<file path="config.mk">
export PLATFORM = sky130hd
export DESIGN_NAME = alu_arbiter_flat
export DESIGN_NICKNAME = d
export VERILOG_FILES = /design/src/rtl/alu_arb_pkg.sv /design/src/rtl/alu_arbiter_if.sv /design/src/rtl/alu_arb_grant.sv /design/src/rtl/alu_arbiter.sv /design/src/flat_wrapper.sv
export SDC_FILE = /design/constraint.sdc
export NUM_CORES = 1
export LEC_CHECK = 0
export CORE_AREA = 3 3 226 228
export CTS_CLUSTER_DIAMETER = 60
export DETAILED_ROUTE_END_ITERATION = 8
export DIE_AREA = 0 0 229 231
export SLEW_MARGIN = 10
export SYNTH_ARGS = -nofsm -noshare
export SYNTH_HDL_FRONTEND = slang
export SYNTH_SLANG_ARGS = --single-unit
</file>
<file path="constraint.sdc">
create_clock -name clk -period 2.7 [get_ports clk]
set_clock_uncertainty 0.2 [all_clocks]
set_input_delay 0.54 -clock clk [delete_from_list [all_inputs] [get_ports clk]]
set_output_delay 0.54 -clock clk [all_outputs]
set_load 0.005 [all_outputs]
</file>
<file path="src/rtl/alu_arb_pkg.sv">
// Shared types and constants for the two-port ALU arbiter.
// Widths, FSM encoding, port indices and result-flag bit positions.
package alu_arb_pkg;

    localparam int unsigned XLEN   = 64;
    localparam int unsigned F3_W   = 3;
    localparam int unsigned F7_W   = 7;
    localparam int unsigned CTRL_W = 7;
    localparam int unsigned FLAG_W = 4;
    localparam int unsigned NPORT  = 2;

    localparam int unsigned PORT_CORE = 0;
    localparam int unsigned PORT_ACC  = 1;

    // resp_flags = {overflow, eq, lt, gt}
    localparam int unsigned FLAG_GT  = 0;
    localparam int unsigned FLAG_LT  = 1;
    localparam int unsigned FLAG_EQ  = 2;
    localparam int unsigned FLAG_OVF = 3;

    typedef enum logic [1:0] {
        IDLE = 2'd0,
        EXEC = 2'd1,
        RESP = 2'd2
    } state_e;

    typedef struct packed {
        logic [XLEN-1:0]   op0;
        logic [XLEN-1:0]   op1;
        logic [F3_W-1:0]   func3;
        logic [F7_W-1:0]   func7;
        logic [CTRL_W-1:0] ctrl;
    } alu_req_t;

    function automatic logic [NPORT-1:0] port_onehot(input logic idx);
        return idx ? 2'b10 : 2'b01;
    endfunction

endpackage

</file>
<file path="src/rtl/alu_arbiter_if.sv">
// Request, response and ALU-side signal bundle of the ALU arbiter.
// slave = arbiter side, master = requesters plus external ALU.
interface alu_arbiter_if;
    import alu_arb_pkg::*;

    logic [NPORT-1:0]  req_valid;
    logic [NPORT-1:0]  req_ready;
    logic [XLEN-1:0]   req_op0_p0;
    logic [XLEN-1:0]   req_op0_p1;
    logic [XLEN-1:0]   req_op1_p0;
    logic [XLEN-1:0]   req_op1_p1;
    logic [F3_W-1:0]   req_func3_p0;
    logic [F3_W-1:0]   req_func3_p1;
    logic [F7_W-1:0]   req_func7_p0;
    logic [F7_W-1:0]   req_func7_p1;
    logic [CTRL_W-1:0] req_ctrl_p0;
    logic [CTRL_W-1:0] req_ctrl_p1;

    logic [NPORT-1:0]  resp_valid;
    logic [NPORT-1:0]  resp_ready;
    logic [XLEN-1:0]   resp_result;
    logic [FLAG_W-1:0] resp_flags;

    logic [XLEN-1:0]   alu_op0;
    logic [XLEN-1:0]   alu_op1;
    logic [F3_W-1:0]   alu_func3;
    logic [F7_W-1:0]   alu_func7;
    logic [CTRL_W-1:0] alu_ctrl;
    logic [XLEN-1:0]   alu_result;
    logic              alu_overflow;
    logic              alu_eq;
    logic              alu_lt;
    logic              alu_gt;

    modport slave (
        input  req_valid, req_op0_p0, req_op0_p1, req_op1_p0, req_op1_p1,
               req_func3_p0, req_func3_p1, req_func7_p0, req_func7_p1,
               req_ctrl_p0, req_ctrl_p1, resp_ready,
               alu_result, alu_overflow, alu_eq, alu_lt, alu_gt,
        output req_ready, resp_valid, resp_result, resp_flags,
               alu_op0, alu_op1, alu_func3, alu_func7, alu_ctrl
    );

    modport master (
        output req_valid, req_op0_p0, req_op0_p1, req_op1_p0, req_op1_p1,
               req_func3_p0, req_func3_p1, req_func7_p0, req_func7_p1,
               req_ctrl_p0, req_ctrl_p1, resp_ready,
               alu_result, alu_overflow, alu_eq, alu_lt, alu_gt,
        input  req_ready, resp_valid, resp_result, resp_flags,
               alu_op0, alu_op1, alu_func3, alu_func7, alu_ctrl
    );

endinterface

</file>
<file path="src/rtl/alu_arb_grant.sv">
// Grant selection for the ALU arbiter, with its starvation / last-grant state.
// ALU_ARB_RR_EN selects round-robin; otherwise fixed priority with a starvation counter.
module alu_arb_grant
    import alu_arb_pkg::*;
#(
    parameter int unsigned STARVE_LIMIT = 4,
    parameter int unsigned CNT_W        = 3
) (
    input  logic             clk,
    input  logic             reset,
    input  logic [NPORT-1:0] req_valid_i,
    input  logic             en_i,
    output logic [NPORT-1:0] grant_o
);

    logic take;
    logic win_acc;
    logic last_grant_q;
    logic last_grant_d;

    assign take = en_i && (|req_valid_i);

`ifdef ALU_ARB_RR_EN
    // Contention goes to whichever port did not win last time.
    assign win_acc = req_valid_i[PORT_ACC] && (!req_valid_i[PORT_CORE] || !last_grant_q);
`else
    logic [CNT_W-1:0] starve_cnt_q;
    logic [CNT_W-1:0] starve_cnt_d;

    assign win_acc = req_valid_i[PORT_ACC] &&
                     (!req_valid_i[PORT_CORE] || (starve_cnt_q >= CNT_W'(STARVE_LIMIT)));

    // Count core wins that leave the accelerator waiting, saturating at the limit.
    always_comb begin
        starve_cnt_d = starve_cnt_q;
        if (take) begin
            if (win_acc) begin
                starve_cnt_d = '0;
            end else if (req_valid_i[PORT_ACC] && (starve_cnt_q < CNT_W'(STARVE_LIMIT))) begin
                starve_cnt_d = starve_cnt_q + CNT_W'(1);
            end
        end
    end

    always_ff @(posedge clk) begin
        if (reset) begin
            starve_cnt_q <= '0;
        end else begin
            starve_cnt_q <= starve_cnt_d;
        end
    end
`endif

    assign last_grant_d = take ? win_acc : last_grant_q;

    always_ff @(posedge clk) begin
        if (reset) begin
            last_grant_q <= 1'b1;
        end else begin
            last_grant_q <= last_grant_d;
        end
    end

    assign grant_o = take ? port_onehot(win_acc) : '0;

endmodule

</file>
<file path="src/rtl/alu_arbiter.sv">
// Shares one external combinational ALU between the core (port 0) and accelerator (port 1).
// Build option: define ALU_ARB_RR_EN for round-robin arbitration instead of fixed priority.
module alu_arbiter
    import alu_arb_pkg::*;
#(
    parameter int unsigned STARVE_LIMIT = 4,
    parameter int unsigned CNT_W        = 3
) (
    input  logic          clk,
    input  logic          reset,
    alu_arbiter_if.slave  bus,
    output logic          busy
);

    state_e            state_q;
    logic              grant_q;
    alu_req_t          alu_q;
    logic [NPORT-1:0]  resp_valid_q;
    logic [XLEN-1:0]   resp_result_q;
    logic [FLAG_W-1:0] resp_flags_q;
    logic              busy_q;

    alu_req_t          req_p0;
    alu_req_t          req_p1;
    alu_req_t          req_sel;
    logic [NPORT-1:0]  grant_oh;
    logic [FLAG_W-1:0] alu_flags;

    assign req_p0 = '{op0: bus.req_op0_p0, op1: bus.req_op1_p0, func3: bus.req_func3_p0,
                      func7: bus.req_func7_p0, ctrl: bus.req_ctrl_p0};
    assign req_p1 = '{op0: bus.req_op0_p1, op1: bus.req_op1_p1, func3: bus.req_func3_p1,
                      func7: bus.req_func7_p1, ctrl: bus.req_ctrl_p1};

    alu_arb_grant #(
        .STARVE_LIMIT (STARVE_LIMIT),
        .CNT_W        (CNT_W)
    ) u_grant (
        .clk         (clk),
        .reset       (reset),
        .req_valid_i (bus.req_valid),
        .en_i        (state_q == IDLE),
        .grant_o     (grant_oh)
    );

    assign req_sel = grant_oh[PORT_ACC] ? req_p1 : req_p0;

    always_comb begin
        alu_flags           = '0;
        alu_flags[FLAG_OVF] = bus.alu_overflow;
        alu_flags[FLAG_EQ]  = bus.alu_eq;
        alu_flags[FLAG_LT]  = bus.alu_lt;
        alu_flags[FLAG_GT]  = bus.alu_gt;
    end

    // Accept in IDLE, sample the ALU in EXEC, hold the result in RESP until taken.
    always_ff @(posedge clk) begin
        if (reset) begin
            state_q       <= IDLE;
            grant_q       <= 1'b0;
            alu_q         <= '0;
            resp_valid_q  <= '0;
            resp_result_q <= '0;
            resp_flags_q  <= '0;
            busy_q        <= 1'b0;
        end else begin
            case (state_q)
                IDLE: begin
                    if (|grant_oh) begin
                        alu_q   <= req_sel;
                        grant_q <= grant_oh[PORT_ACC];
                        state_q <= EXEC;
                        busy_q  <= 1'b1;
                    end
                end
                EXEC: begin
                    resp_result_q <= bus.alu_result;
                    resp_flags_q  <= alu_flags;
                    resp_valid_q  <= port_onehot(grant_q);
                    state_q       <= RESP;
                end
                RESP: begin
                    if (bus.resp_ready[grant_q]) begin
                        resp_valid_q <= '0;
                        state_q      <= IDLE;
                        busy_q       <= 1'b0;
                    end
                end
                default: begin
                    resp_valid_q <= '0;
                    state_q      <= IDLE;
                    busy_q       <= 1'b0;
                end
            endcase
        end
    end

    assign bus.req_ready   = grant_oh;
    assign bus.resp_valid  = resp_valid_q;
    assign bus.resp_result = resp_result_q;
    assign bus.resp_flags  = resp_flags_q;
    assign bus.alu_op0     = alu_q.op0;
    assign bus.alu_op1     = alu_q.op1;
    assign bus.alu_func3   = alu_q.func3;
    assign bus.alu_func7   = alu_q.func7;
    assign bus.alu_ctrl    = alu_q.ctrl;
    assign busy            = busy_q;

endmodule

</file>
<file path="src/flat_wrapper.sv">
// flat-port wrapper written by rule: the top's interface ports become plain ports
module alu_arbiter_flat import alu_arb_pkg::*;
#(
    parameter int unsigned STARVE_LIMIT = 4,
    parameter int unsigned CNT_W        = 3
)
  (clk, reset, busy, bus_req_valid, bus_req_op0_p0, bus_req_op0_p1, bus_req_op1_p0, bus_req_op1_p1, bus_req_func3_p0, bus_req_func3_p1, bus_req_func7_p0, bus_req_func7_p1, bus_req_ctrl_p0, bus_req_ctrl_p1, bus_resp_ready, bus_alu_result, bus_alu_overflow, bus_alu_eq, bus_alu_lt, bus_alu_gt, bus_req_ready, bus_resp_valid, bus_resp_result, bus_resp_flags, bus_alu_op0, bus_alu_op1, bus_alu_func3, bus_alu_func7, bus_alu_ctrl);
  alu_arbiter_if bus_i ();
  input  logic clk;
  input  logic reset;
  output logic busy;
  input wire logic [$bits(bus_i.req_valid)-1:0] bus_req_valid;
  input wire logic [$bits(bus_i.req_op0_p0)-1:0] bus_req_op0_p0;
  input wire logic [$bits(bus_i.req_op0_p1)-1:0] bus_req_op0_p1;
  input wire logic [$bits(bus_i.req_op1_p0)-1:0] bus_req_op1_p0;
  input wire logic [$bits(bus_i.req_op1_p1)-1:0] bus_req_op1_p1;
  input wire logic [$bits(bus_i.req_func3_p0)-1:0] bus_req_func3_p0;
  input wire logic [$bits(bus_i.req_func3_p1)-1:0] bus_req_func3_p1;
  input wire logic [$bits(bus_i.req_func7_p0)-1:0] bus_req_func7_p0;
  input wire logic [$bits(bus_i.req_func7_p1)-1:0] bus_req_func7_p1;
  input wire logic [$bits(bus_i.req_ctrl_p0)-1:0] bus_req_ctrl_p0;
  input wire logic [$bits(bus_i.req_ctrl_p1)-1:0] bus_req_ctrl_p1;
  input wire logic [$bits(bus_i.resp_ready)-1:0] bus_resp_ready;
  input wire logic [$bits(bus_i.alu_result)-1:0] bus_alu_result;
  input wire logic [$bits(bus_i.alu_overflow)-1:0] bus_alu_overflow;
  input wire logic [$bits(bus_i.alu_eq)-1:0] bus_alu_eq;
  input wire logic [$bits(bus_i.alu_lt)-1:0] bus_alu_lt;
  input wire logic [$bits(bus_i.alu_gt)-1:0] bus_alu_gt;
  output wire logic [$bits(bus_i.req_ready)-1:0] bus_req_ready;
  output wire logic [$bits(bus_i.resp_valid)-1:0] bus_resp_valid;
  output wire logic [$bits(bus_i.resp_result)-1:0] bus_resp_result;
  output wire logic [$bits(bus_i.resp_flags)-1:0] bus_resp_flags;
  output wire logic [$bits(bus_i.alu_op0)-1:0] bus_alu_op0;
  output wire logic [$bits(bus_i.alu_op1)-1:0] bus_alu_op1;
  output wire logic [$bits(bus_i.alu_func3)-1:0] bus_alu_func3;
  output wire logic [$bits(bus_i.alu_func7)-1:0] bus_alu_func7;
  output wire logic [$bits(bus_i.alu_ctrl)-1:0] bus_alu_ctrl;
  assign bus_i.req_valid = bus_req_valid;
  assign bus_i.req_op0_p0 = bus_req_op0_p0;
  assign bus_i.req_op0_p1 = bus_req_op0_p1;
  assign bus_i.req_op1_p0 = bus_req_op1_p0;
  assign bus_i.req_op1_p1 = bus_req_op1_p1;
  assign bus_i.req_func3_p0 = bus_req_func3_p0;
  assign bus_i.req_func3_p1 = bus_req_func3_p1;
  assign bus_i.req_func7_p0 = bus_req_func7_p0;
  assign bus_i.req_func7_p1 = bus_req_func7_p1;
  assign bus_i.req_ctrl_p0 = bus_req_ctrl_p0;
  assign bus_i.req_ctrl_p1 = bus_req_ctrl_p1;
  assign bus_i.resp_ready = bus_resp_ready;
  assign bus_i.alu_result = bus_alu_result;
  assign bus_i.alu_overflow = bus_alu_overflow;
  assign bus_i.alu_eq = bus_alu_eq;
  assign bus_i.alu_lt = bus_alu_lt;
  assign bus_i.alu_gt = bus_alu_gt;
  assign bus_req_ready = bus_i.req_ready;
  assign bus_resp_valid = bus_i.resp_valid;
  assign bus_resp_result = bus_i.resp_result;
  assign bus_resp_flags = bus_i.resp_flags;
  assign bus_alu_op0 = bus_i.alu_op0;
  assign bus_alu_op1 = bus_i.alu_op1;
  assign bus_alu_func3 = bus_i.alu_func3;
  assign bus_alu_func7 = bus_i.alu_func7;
  assign bus_alu_ctrl = bus_i.alu_ctrl;
  alu_arbiter #(.STARVE_LIMIT(STARVE_LIMIT), .CNT_W(CNT_W)) u_core (.clk(clk), .reset(reset), .bus(bus_i), .busy(busy));
endmodule
</file>
# Word level (Yosys, flattened, before mapping)
# Cells that the tools add are included.
# Widths: inputs -> output; s select.
# totals
register_bits,222
inputBits,364
word_cells,51
# op_classes
add_sub_neg,1
n_lt_le_gt_ge,3
eq_ne,4
n_mux,15
bitwise,2
reduce_logical,14
# ops
operator,n
$mux 145,1
$pmux 2 s3,2
$mux 2,5
$reduce_and 2->1,4
$mux 3,2
$mux 1,4
$ne 2x1->1 const B,2
$reduce_or 2->1,2
$add 3x1->3 const B,1
$ge 3x3->1 const B,1
$logic_and 1x1->1,3
$lt 3x3->1 const B,1
$pmux 1 s3,1
$reduce_and 3->1,1
$eq 2x1->1 const B,1
$eq 2x2->1 const B,1
$logic_not 2->1,1
$lt 1x2->1 const B,1
$not 1->1,2
$reduce_bool 2->1,1
$logic_not 1->1,1
$logic_or 1x1->1,1

# Depth between registers and ports, before layout
# Gate-level depths: netlist of the first run.
# depth
word_depth,8
ltp_mapped,7
depth_no_buf,4

# By module
# A second synthesis of the first run with hierarchy kept.
# unflattened
hier_cells,1007
hier_area_um2,10627.7
# modules_own_cells
module,n_inst,cells_each,area_each_um2,seq_area_each_um2
alu_arbiter,1,989,10443.8,4384.2
alu_arb_grant,1,18,183.9,60.1

# Least setup slack after synthesis of the first run
# Ideal clock, no wire load.
# synth_path
kind,reg-to-output
start,reg u_core.state_q[0]
end,out bus_req_ready[0]
t_arrival_ns,1.300
t_required_ns,1.960
slack_ns,0.660
stages_incl_launch_ff,7
path_buffers,3
cell_sequence,dfxtp_1 buf_2 nor2_1 buf_2 buf_1 nand2_1 a21oi_1
# synth_via
elab_chain_len,3
# synth_lines
item,line_no,rtl
"start, declared",alu_arbiter.sv:15,state_e state_q;
"start signal, assigned",alu_arbiter.sv:58,state_q <= IDLE;
"start signal, assigned",alu_arbiter.sv:71,state_q <= EXEC;
"start signal, assigned",alu_arbiter.sv:79,state_q <= RESP;
$logic_not 2->1,alu_arbiter.sv:41,".en_i (state_q == IDLE),"
$logic_and 1x1->1,alu_arb_grant.sv:21,assign take = en_i && (|req_valid_i);
$mux 2,alu_arb_grant.sv:64,assign grant_o = take ? port_onehot(win_acc) : '0;
"end, declared",flat_wrapper.sv:29,output wire logic [$bits(bus_i.req_ready)-1:0] bus_req_ready;
# Every way passes these cells.

# Worst setup path after layout of the first run
# layout_path
start,in bus_req_valid[1]
end,out bus_req_ready[1]
# layout_via
elab_chain_len,3
word_cells_on_any_way,5
classes_between,mux: 2; reduce/logical: 3
# layout_lines
item,line_no,rtl
"start, declared",flat_wrapper.sv:12,input wire logic [$bits(bus_i.req_valid)-1:0] bus_req_valid;
$logic_and 1x1->1 / $reduce_or 2->1 (equally long branches),"alu_arb_grant.sv:30, alu_arb_grant.sv:21",
$mux 2 / $logic_and 1x1->1 (equally long branches),"alu_arb_pkg.sv:36, alu_arb_grant.sv:21",
$mux 2 (*),alu_arb_grant.sv:64,
# Mark *: on every way between the ends. The rest lies on a longest branch, timed or not.

==> results.txt, run 1 <==
In this run the critical register-to-register path is captured at u_core.bus.alu_op1[8]$_SDFFE_PP0P_. The worst relative slew slack is between 40% and 50%. Data arrives at the worst endpoint at about 1800 ps. Setup repair after global routing left no endpoint under its margin. The biggest area contributor in the post-synthesis netlist is sky130_fd_sc_hd__dfxtp_1. The post-synthesis async set-or-reset flop share came out at 0%. From synthesis to final layout, the design area changed by 80.6%. The worst reg-to-reg path cell count came out at 5.

The worst hold path terminates at u_core.bus.resp_result[2]$_SDFFE_PP0N_. The number of enable flip-flop cells after synthesis is 0. The clock insertion delay at the later pin of the skew report is between 500 and 600 ps. The post-synthesis instance area came out at about 0.0095 mm^2. The setup slack after placement is -105 ps. The most numerous cell in the Yosys netlist is sky130_fd_sc_hd__dfxtp_1. The total global-route track usage came out at roughly 16%. The count of filler cells inserted in the layout is slightly above 5000.

The critical hold path startpoint is u_core.bus.resp_result[2]$_SDFFE_PP0N_. The cell depth of the worst hold path is 2. The starting density of the core is about 19%. The detailed router finished its first iteration with just under 800 violations. The share of layout cells above drive strength 1 came out at under 10%. The number of iterations in the first detailed-routing pass came out at 5. The final setup violation count came out at 0. The buffer depth of the longest clock path came out at 3.

Summed over all layers, the global routing overflow is 0. The clock transition at the register clock pins on the worst setup and hold paths after CTS is around 50 ps. For the final routed database, the setup TNS stands at 0 ps.

The slew at the pin closest to its max-slew limit came out at 804 ps. The post-cts sizing count came out at 3. Clock tree synthesis found a total of ~220 sinks. The worst-case register-to-register setup slack is approximately 580 ps. Input and output buffers added on the ports amount to slightly below 600. The worst voltage drop across the vdd grid came out at 0.381 mV. For this run, the top clock speed supported by timing is 397 MHz. After synthesis, flip-flops and latches occupy between 40% and 50% of the total area. The via count of the first global-routing pass came out at about 11000. The synthesized instance count is ~1200.

The critical path is of the input port to primary output type. The final weighted congestion in routability-driven placement is 0.854. The number of nets in the final layout is just over 2000. The post-route core utilization came out at 34.9%.

STA classifies the critical path endpoint as a primary output. Clock tree synthesis selected as its root buffer the cell sky130_fd_sc_hd__clkbuf_16. The wire length of the first global-routing pass is 68600 um. The routed layout has about 12000 vias. The number of hold buffers added after CTS was 0. Summing internal, switching and leakage power gives a little over 10 mW. The tool flagged a number of max-cap violations equal to 0. The worst register-to-register path begins at u_core.state_q[0]$_SDFFE_PP0P_. The worst path required time came out at roughly 2000 ps. The initialized floorplan defines 81 standard-cell rows. Power spread over the standard cell area amounts to ~600 mW/mm^2. The number of clock buffers added by TritonCTS is 29. The clock tree from TritonCTS is built. The static power due to leakage came out at slightly below 6 nW. The count of nets left with antenna violations once routing finished came out at 0.

The most used flip-flop cell after synthesis is sky130_fd_sc_hd__dfxtp_1. After clock tree synthesis, the setup repair step added 0 buffers. The number of slew-limit violations in the final report was 0.

The estimated wirelength of the detail-placed design is approximately 33000 um. For the finished layout, the period the worst path requires is 2520 ps. The routed via count divided by cell count is between 4 and 5.

The pin count of the biggest net entering global routing came out at roughly 150. The die is around 230 um wide. Registers take 0.00444 mm^2.

The combined area of the multi-input logic cells is around 0.0045 mm^2. The netlist uses 28 different library cells. The core box area came out at about 0.05 mm^2. The final clock period utilization by the worst path came out at 93.3%. Yosys attributes the largest share of cell area to sky130_fd_sc_hd__dfxtp_1, sky130_fd_sc_hd__nand3_1, sky130_fd_sc_hd__a21oi_1, sky130_fd_sc_hd__a311oi_1, sky130_fd_sc_hd__o21ai_0.

The type of element launching the critical path is an input port. Counting every net in the synthesized netlist gives roughly 1600. The total die area came out at about 0.053 mm^2.

The I/O pin total is 582. The least setup slack across all paths after layout is 180 ps. The run finished with clean final reports. The number of antenna violations at the first check in global routing is 1. The number of remaining DRC errors came out at 0. The final hold violation count came out at 0.

The tightest min-delay check is of the register to register type. The post-detailed-routing wire length is 46100 um. The post-synthesis area per instance is a little under 8 um^2. The average wire length per cell after detail routing is 19.3 um. The number of antenna diodes came out at 0. The number of synthesized register bits came out at 222.

The commonest cells after synthesis are sky130_fd_sc_hd__dfxtp_1, sky130_fd_sc_hd__nand3_1, sky130_fd_sc_hd__a21oi_1. The die span in y is 231 um. The number of synthesis warnings is 0.

The share of the synthesized area in the top cell type is a little under half. The maximum level of the CTS H-tree is 1. In this run the worst path has a maximum fanout of 3.
how the worst max path moves through the flow:
| stage | to | slack, ps | start | depth (start not counted) |
|---|---|---|---|---|
| 5_1_grt | bus_req_ready[1] | 50 | bus_req_valid[1] | 5 |
| 6_report | bus_req_ready[1] | 180 | bus_req_valid[1] | 5 |
| 3_3_place_gp | bus_req_ready[1] | -140 | bus_req_valid[1] | 5 |
| 2_1_floorplan | bus_req_ready[0] | 660 | u_core.state_q[0]$_SDFFE_PP0P_ | 6 |
| 3_5_place_dp | bus_req_ready[1] | -100 | bus_req_valid[1] | 5 |
| 4_1_cts | bus_req_ready[1] | 150 | bus_req_valid[1] | 5 |
critical path: stages:
cell	delay (ps)
sky130_fd_sc_hd__clkdlybuf4s50_1	520
sky130_fd_sc_hd__nor3b_4	210
sky130_fd_sc_hd__nand2_1	90
sky130_fd_sc_hd__inv_1	130
sky130_fd_sc_hd__dlygate4sd2_1	280
kinds of logic (layout without fill, tap and decap cells):
group	count (synthesis)	count (layout)	share of synthesized area [%]
AOI/OAI and AO/OA	460	460	28.7
and+or+nand+nor	360	360	17.5
DFF	222	222	46.9
buffers and inverters	148	676	6.30
muxes	3	3	0.317
adders and majority gates	1	1	0.132
xor gates and xnor gates	1	1	0.0924
layout make-up:
| class | count | area share (%) |
|---|---|---|
| clock inverters | 12 | 0.746 |
| clock buffers | 37 | 4.82 |
| multi-input cells | 825 | 26.3 |
| inverters | 1 | 0.0219 |
| repair buffers | 626 | 37.3 |
| flip-flops and latches | 222 | 26.0 |
| well taps | 664 | 4.85 |
per-stage QoR:
stage	std cells	instance area [um^2]	hold WS, ps
floorplan	1195	9480	253
global placement	2338	16200	241
detailed placement	2338	16200	247
finish	2387	17100	253
CTS	2387	17100	245
global route	2387	17100	270
placed cells by master (no fill, tap or decap), types with 2 or more instances in the layout:
cell type                         instances
sky130_fd_sc_hd__a311oi_1                91
sky130_fd_sc_hd__clkdlybuf4s50_1        578
sky130_fd_sc_hd__nor2b_4                  2
sky130_fd_sc_hd__nor2_4                   3
sky130_fd_sc_hd__o21ai_0                146
sky130_fd_sc_hd__nand3b_1                 3
sky130_fd_sc_hd__dfxtp_1                222
sky130_fd_sc_hd__dlygate4sd2_1            2
sky130_fd_sc_hd__a21oi_1                165
sky130_fd_sc_hd__buf_12                  19
sky130_fd_sc_hd__a31oi_1                 54
sky130_fd_sc_hd__nand2b_1                 3
sky130_fd_sc_hd__inv_6                    2
sky130_fd_sc_hd__clkbuf_8                 7
sky130_fd_sc_hd__or2_2                    2
sky130_fd_sc_hd__mux2i_1                  3
sky130_fd_sc_hd__nand2_1                139
sky130_fd_sc_hd__nand3_1                200
sky130_fd_sc_hd__clkinv_2                 6
sky130_fd_sc_hd__nor3_1                   2
sky130_fd_sc_hd__clkbuf_16               29
sky130_fd_sc_hd__buf_4                   26
sky130_fd_sc_hd__bufinv_16                2
state kept, by name, indices dropped and copies added (netlist names):
signal	cells
u_core.bus.alu_op0	64
u_core.bus.alu_op1	64
u_core.bus.resp_result	64
u_core.bus.alu_ctrl	7
u_core.bus.alu_func7	7
u_core.bus.resp_flags	4
u_core.bus.alu_func3	3
u_core.u_grant.starve_cnt_q	3
u_core.bus.resp_valid	2
u_core.state_q	2
u_core.busy	1
u_core.grant_q	1
metal layers:
metal	wire (um)	track usage, %	part of all wire, %
met5	17	0	0.037
met4	1340	5.31	2.9
met3	4130	4.53	9.0
met2	23000	28.9	50
met1	17600	18.7	38
power breakdown:
part           switching (mW)  internal (mW)  total [mW]
combinational            1.16           1.41        2.56
sequential              0.190           3.60        3.79
clock                    1.51           2.33        3.85
(Power assumes the default switching activity.)
==> run 2: changes to the inputs <==
HOLD_SLACK_MARGIN = 0.02   (was default)
==> results of run 2 <==
The final DEF is identical to that of run 1; final timing and power are the same.
==> run 3: changes to the inputs <==
CELL_PAD_IN_SITES_DETAIL_PLACEMENT = 0   (was default)
CELL_PAD_IN_SITES_GLOBAL_PLACEMENT = 2   (was default)
CORE_AREA = 3 3 223 225   (was 3 3 226 228)
DIE_AREA = 0 0 226 228   (was 0 0 229 231)
PLACE_DENSITY_LB_ADDON = 0.1   (was default)
TNS_END_PERCENT = 10   (was default)
==> results.txt, run 3 (synthesis gave the netlist of run 1 again) <==
The post-detailed-routing wire length was 54600 um (+18%). The maximum level of the CTS H-tree is 2 (+1). The via count of the first global-routing pass is 11500 (+1.1%). The width of the chip is 226 um (-1.3%). The worst voltage drop across the vdd grid is 0.282 mV (-26%). The number of hold buffers added after cts came out at 0 (unchanged). The combinational power share came to 23.2% (-1.9 points). The number of placement rows came out at 80 (-1.2%). By startpoint and endpoint, the worst setup path is classified as register to primary output. The signal on the critical path passes through nor2_4 -> nand2_1 -> a21oi_2 -> clkdlybuf4s50_1. The slew at the pin closest to its max-slew limit came out at 881 ps (+76.9 ps).

The number of slew-limit violations in the final report is 0 (unchanged). The post-synthesis to final-layout area growth came out at 82.7%. The total global routing overflow was 0 (unchanged).

The type of element launching the critical path is a register. The average wire length per cell after detail routing came to 23.1 um (+20%). The number of remaining DRC errors came to 0 (unchanged). The post-layout total power is 11.3 mW (+11%). The number of buffers and inverters on the critical path was 1 (-2). The total power divided by cell area is 653 mW/mm^2 (+9.6%).

In this design, the largest share of critical-path delay is due to buffers and inverters. The met3 usage in global routing is 6.75% (+2.2 points). The share of layout cells above drive strength 1 is 6.42% (+0.15 points).

The starting density of the core is 19.8% (+0.53 points). The static power due to leakage is 5.87 nW (+1.4%). Setup repair after global routing left no endpoint under its margin.

The clock tree from TritonCTS is built. The largest incremental delay on the critical path came out at 520 ps (about the same). The highest achievable clock rate is 389 MHz (-1.9%). The wire length of the first global-routing pass is 78700 um (+15%). The I/O pin total came to 582 (unchanged). The final clock period utilization by the worst path is 95.1% (+1.8 points). The worst path required time came to 1960 ps (about the same). The number of buffers created by CTS is 36 (+24%). The internal power is 8.15 mW (+11%). The run finished with clean final reports. The share of total power consumed by net switching is 27.9% (-0.11 points). The library cells used most frequently in the layout, excluding fill and tap cells, are sky130_fd_sc_hd__clkdlybuf4s50_1, sky130_fd_sc_hd__dfxtp_1, sky130_fd_sc_hd__nand3_1. The cell sitting at the root of the clock tree is a sky130_fd_sc_hd__clkbuf_16. The buffer depth of the longest clock path came out at 3 (unchanged). The sequential share of power came to 33.4% (-3.8 points). The port buffer count is 581 (unchanged). The routed via count divided by cell count is 4.85 (+0.33%).

The met2 layer usage reported by global route came out at 32.4% (+3.6 points). The met1 routing resource usage after global routing is 23.9% (+5.2 points). The count of clock tree sinks was 222 (unchanged). The total global-route track usage came to 20.1% (+3.9 points).

The estimated wirelength of the detail-placed design is 36300 um (+12%). The final hold violation count came out at 0 (unchanged). The number of nets in the final layout came to 2069 (-0.048%). The number of design-rule violations left by the first detailed-router iteration was 685 (-11%). The core box area is 0.0477 mm^2 (-2.7%). For this design, the slowest cell found on the critical path is sky130_fd_sc_hd__clkdlybuf4s50_1. The library cell used most frequently in the layout, excluding fill and tap cells, is sky130_fd_sc_hd__clkdlybuf4s50_1.

The maximum fanout along the worst path is 5 (+2). The die span in y came to 228 um (-1.3%). The number of antenna violations at the first check in global routing is 22 (+21). The net switching power figure came out at 3.16 mW (+10%). The final setup violation count came out at 0 (unchanged).

The shortest period the worst path allows is 2570 ps (+49.0 ps). The post-route core utilization is 36.3% (+1.4 points). In this run the worst hold path is classified as input port to register. The clock transition at the register clock pins on the worst setup and hold paths after CTS is 60 ps (about the same). The arrival time reported for the critical path endpoint came out at 1830 ps (+50 ps). The worst relative slew slack was 41.3% (-5.1 points). The post-route antenna net violation count came out at 0 (unchanged). met2 is the most crowded layer.

The pin count of the biggest net entering global routing is 147 (unchanged). The relative contribution of the clock network to total power came out at 43.4% (+5.7 points). The number of iterations in the first detailed-routing pass came out at 4 (-1). The via count came out at 11500 (-0.76%).

The total die area came to 0.0515 mm^2 (-2.6%). The final weighted congestion in routability-driven placement is 0.765 (-10%). The max-cap violation count came to 0 (unchanged).

The worst setup path is captured at a primary output. The clock insertion delay at the later pin of the skew report is 520 ps (-30 ps).
==> run 3: cell types whose count changed in the layout (fill, tap and decap cells not counted), sizes merged <==
cell,delta
diode,+16
clkbuf,+12
buf,-7
bufinv,+3
clkinvlp,+3
inv,-2
clkdlybuf4s50,-1
clkinv,-1
==> run 3: worst register-to-register path: cells and delay by family (launching register included) <==
family          cells  cell delay (ps)
compound gates      2              630
buf+inv             2              640
flops               1              390
simple gates        1              160
==> run 3: power groups by stage <==
| stage | Sequential, mW | Clock (mW) | Combinational (mW) |
|---|---|---|---|
| detailed placement | 3.84 | 0 | 2.65 |
| floorplan | 3.85 | 0 | 0.926 |
| finish | 3.77 | 4.91 | 2.62 |
| global route | 3.81 | 5.17 | 2.82 |
| CTS | 3.77 | 5.08 | 2.66 |
| global placement | 3.83 | 0 | 2.65 |
==> run 3: final timing paths <==
kind | startpoint | to | slack (ps) | depth (start not counted)
hold / removal | reset | u_core.bus.resp_result[7]$_SDFFE_PP0N_ | 250 | 2
hold reg to reg | u_core.bus.resp_result[29]$_SDFFE_PP0N_ | u_core.bus.resp_result[29]$_SDFFE_PP0N_ | 250 | 2
setup / recovery | u_core.state_q[1]$_SDFFE_PP0P_ | bus_req_ready[0] | 130 | 4
setup reg to reg | u_core.state_q[1]$_SDFFE_PP0P_ | u_core.bus.alu_op1[25]$_SDFFE_PP0P_ | 580 | 5
==> run 3: per-layer routing <==
metal	vias to the layer above	routed length, um
met5	-	83
li1	5430	-
met1	5465	22000
met4	14	1740
met2	451	26000
met3	95	4710
==> run 3: cell type report <==
cell class	instances	area, um^2
fillers	4917	30400
repair buffers	618	6310
multi-input cells	825	4500
flip-flops and latches	222	4440
clock buffers	49	1030
well taps	615	769
clock inverters	15	215
diodes	16	40.0
inverters	1	3.75
==> run 3: timing repair <==
| item | CTS | global route |
|---|---|---|
| pin swaps | 0 | 1 |
| gates resized for setup | 3 | 0 |
| setup endpoints to repair | 2 | 1 |
| gates cloned | 0 | 0 |
| buffers inserted | 0 | 1 |
==> run 3: metrics by stage <==
step | worst slack (ps) | hold slack [ps] | setup TNS (ps) | cells | instance area [um^2]
4_1_cts | 31.9 | 193 | 0 | 2344 | 17300
3_3_place_gp | -40.6 | 241 | -40.6 | 2280 | 16000
3_5_place_dp | -62.1 | 246 | -149 | 2280 | 16000
2_1_floorplan | 660 | 253 | 0 | 1195 | 9480
5_1_grt | 41.8 | 241 | 0 | 2360 | 17300
6_report | 131 | 246 | 0 | 2361 | 17300
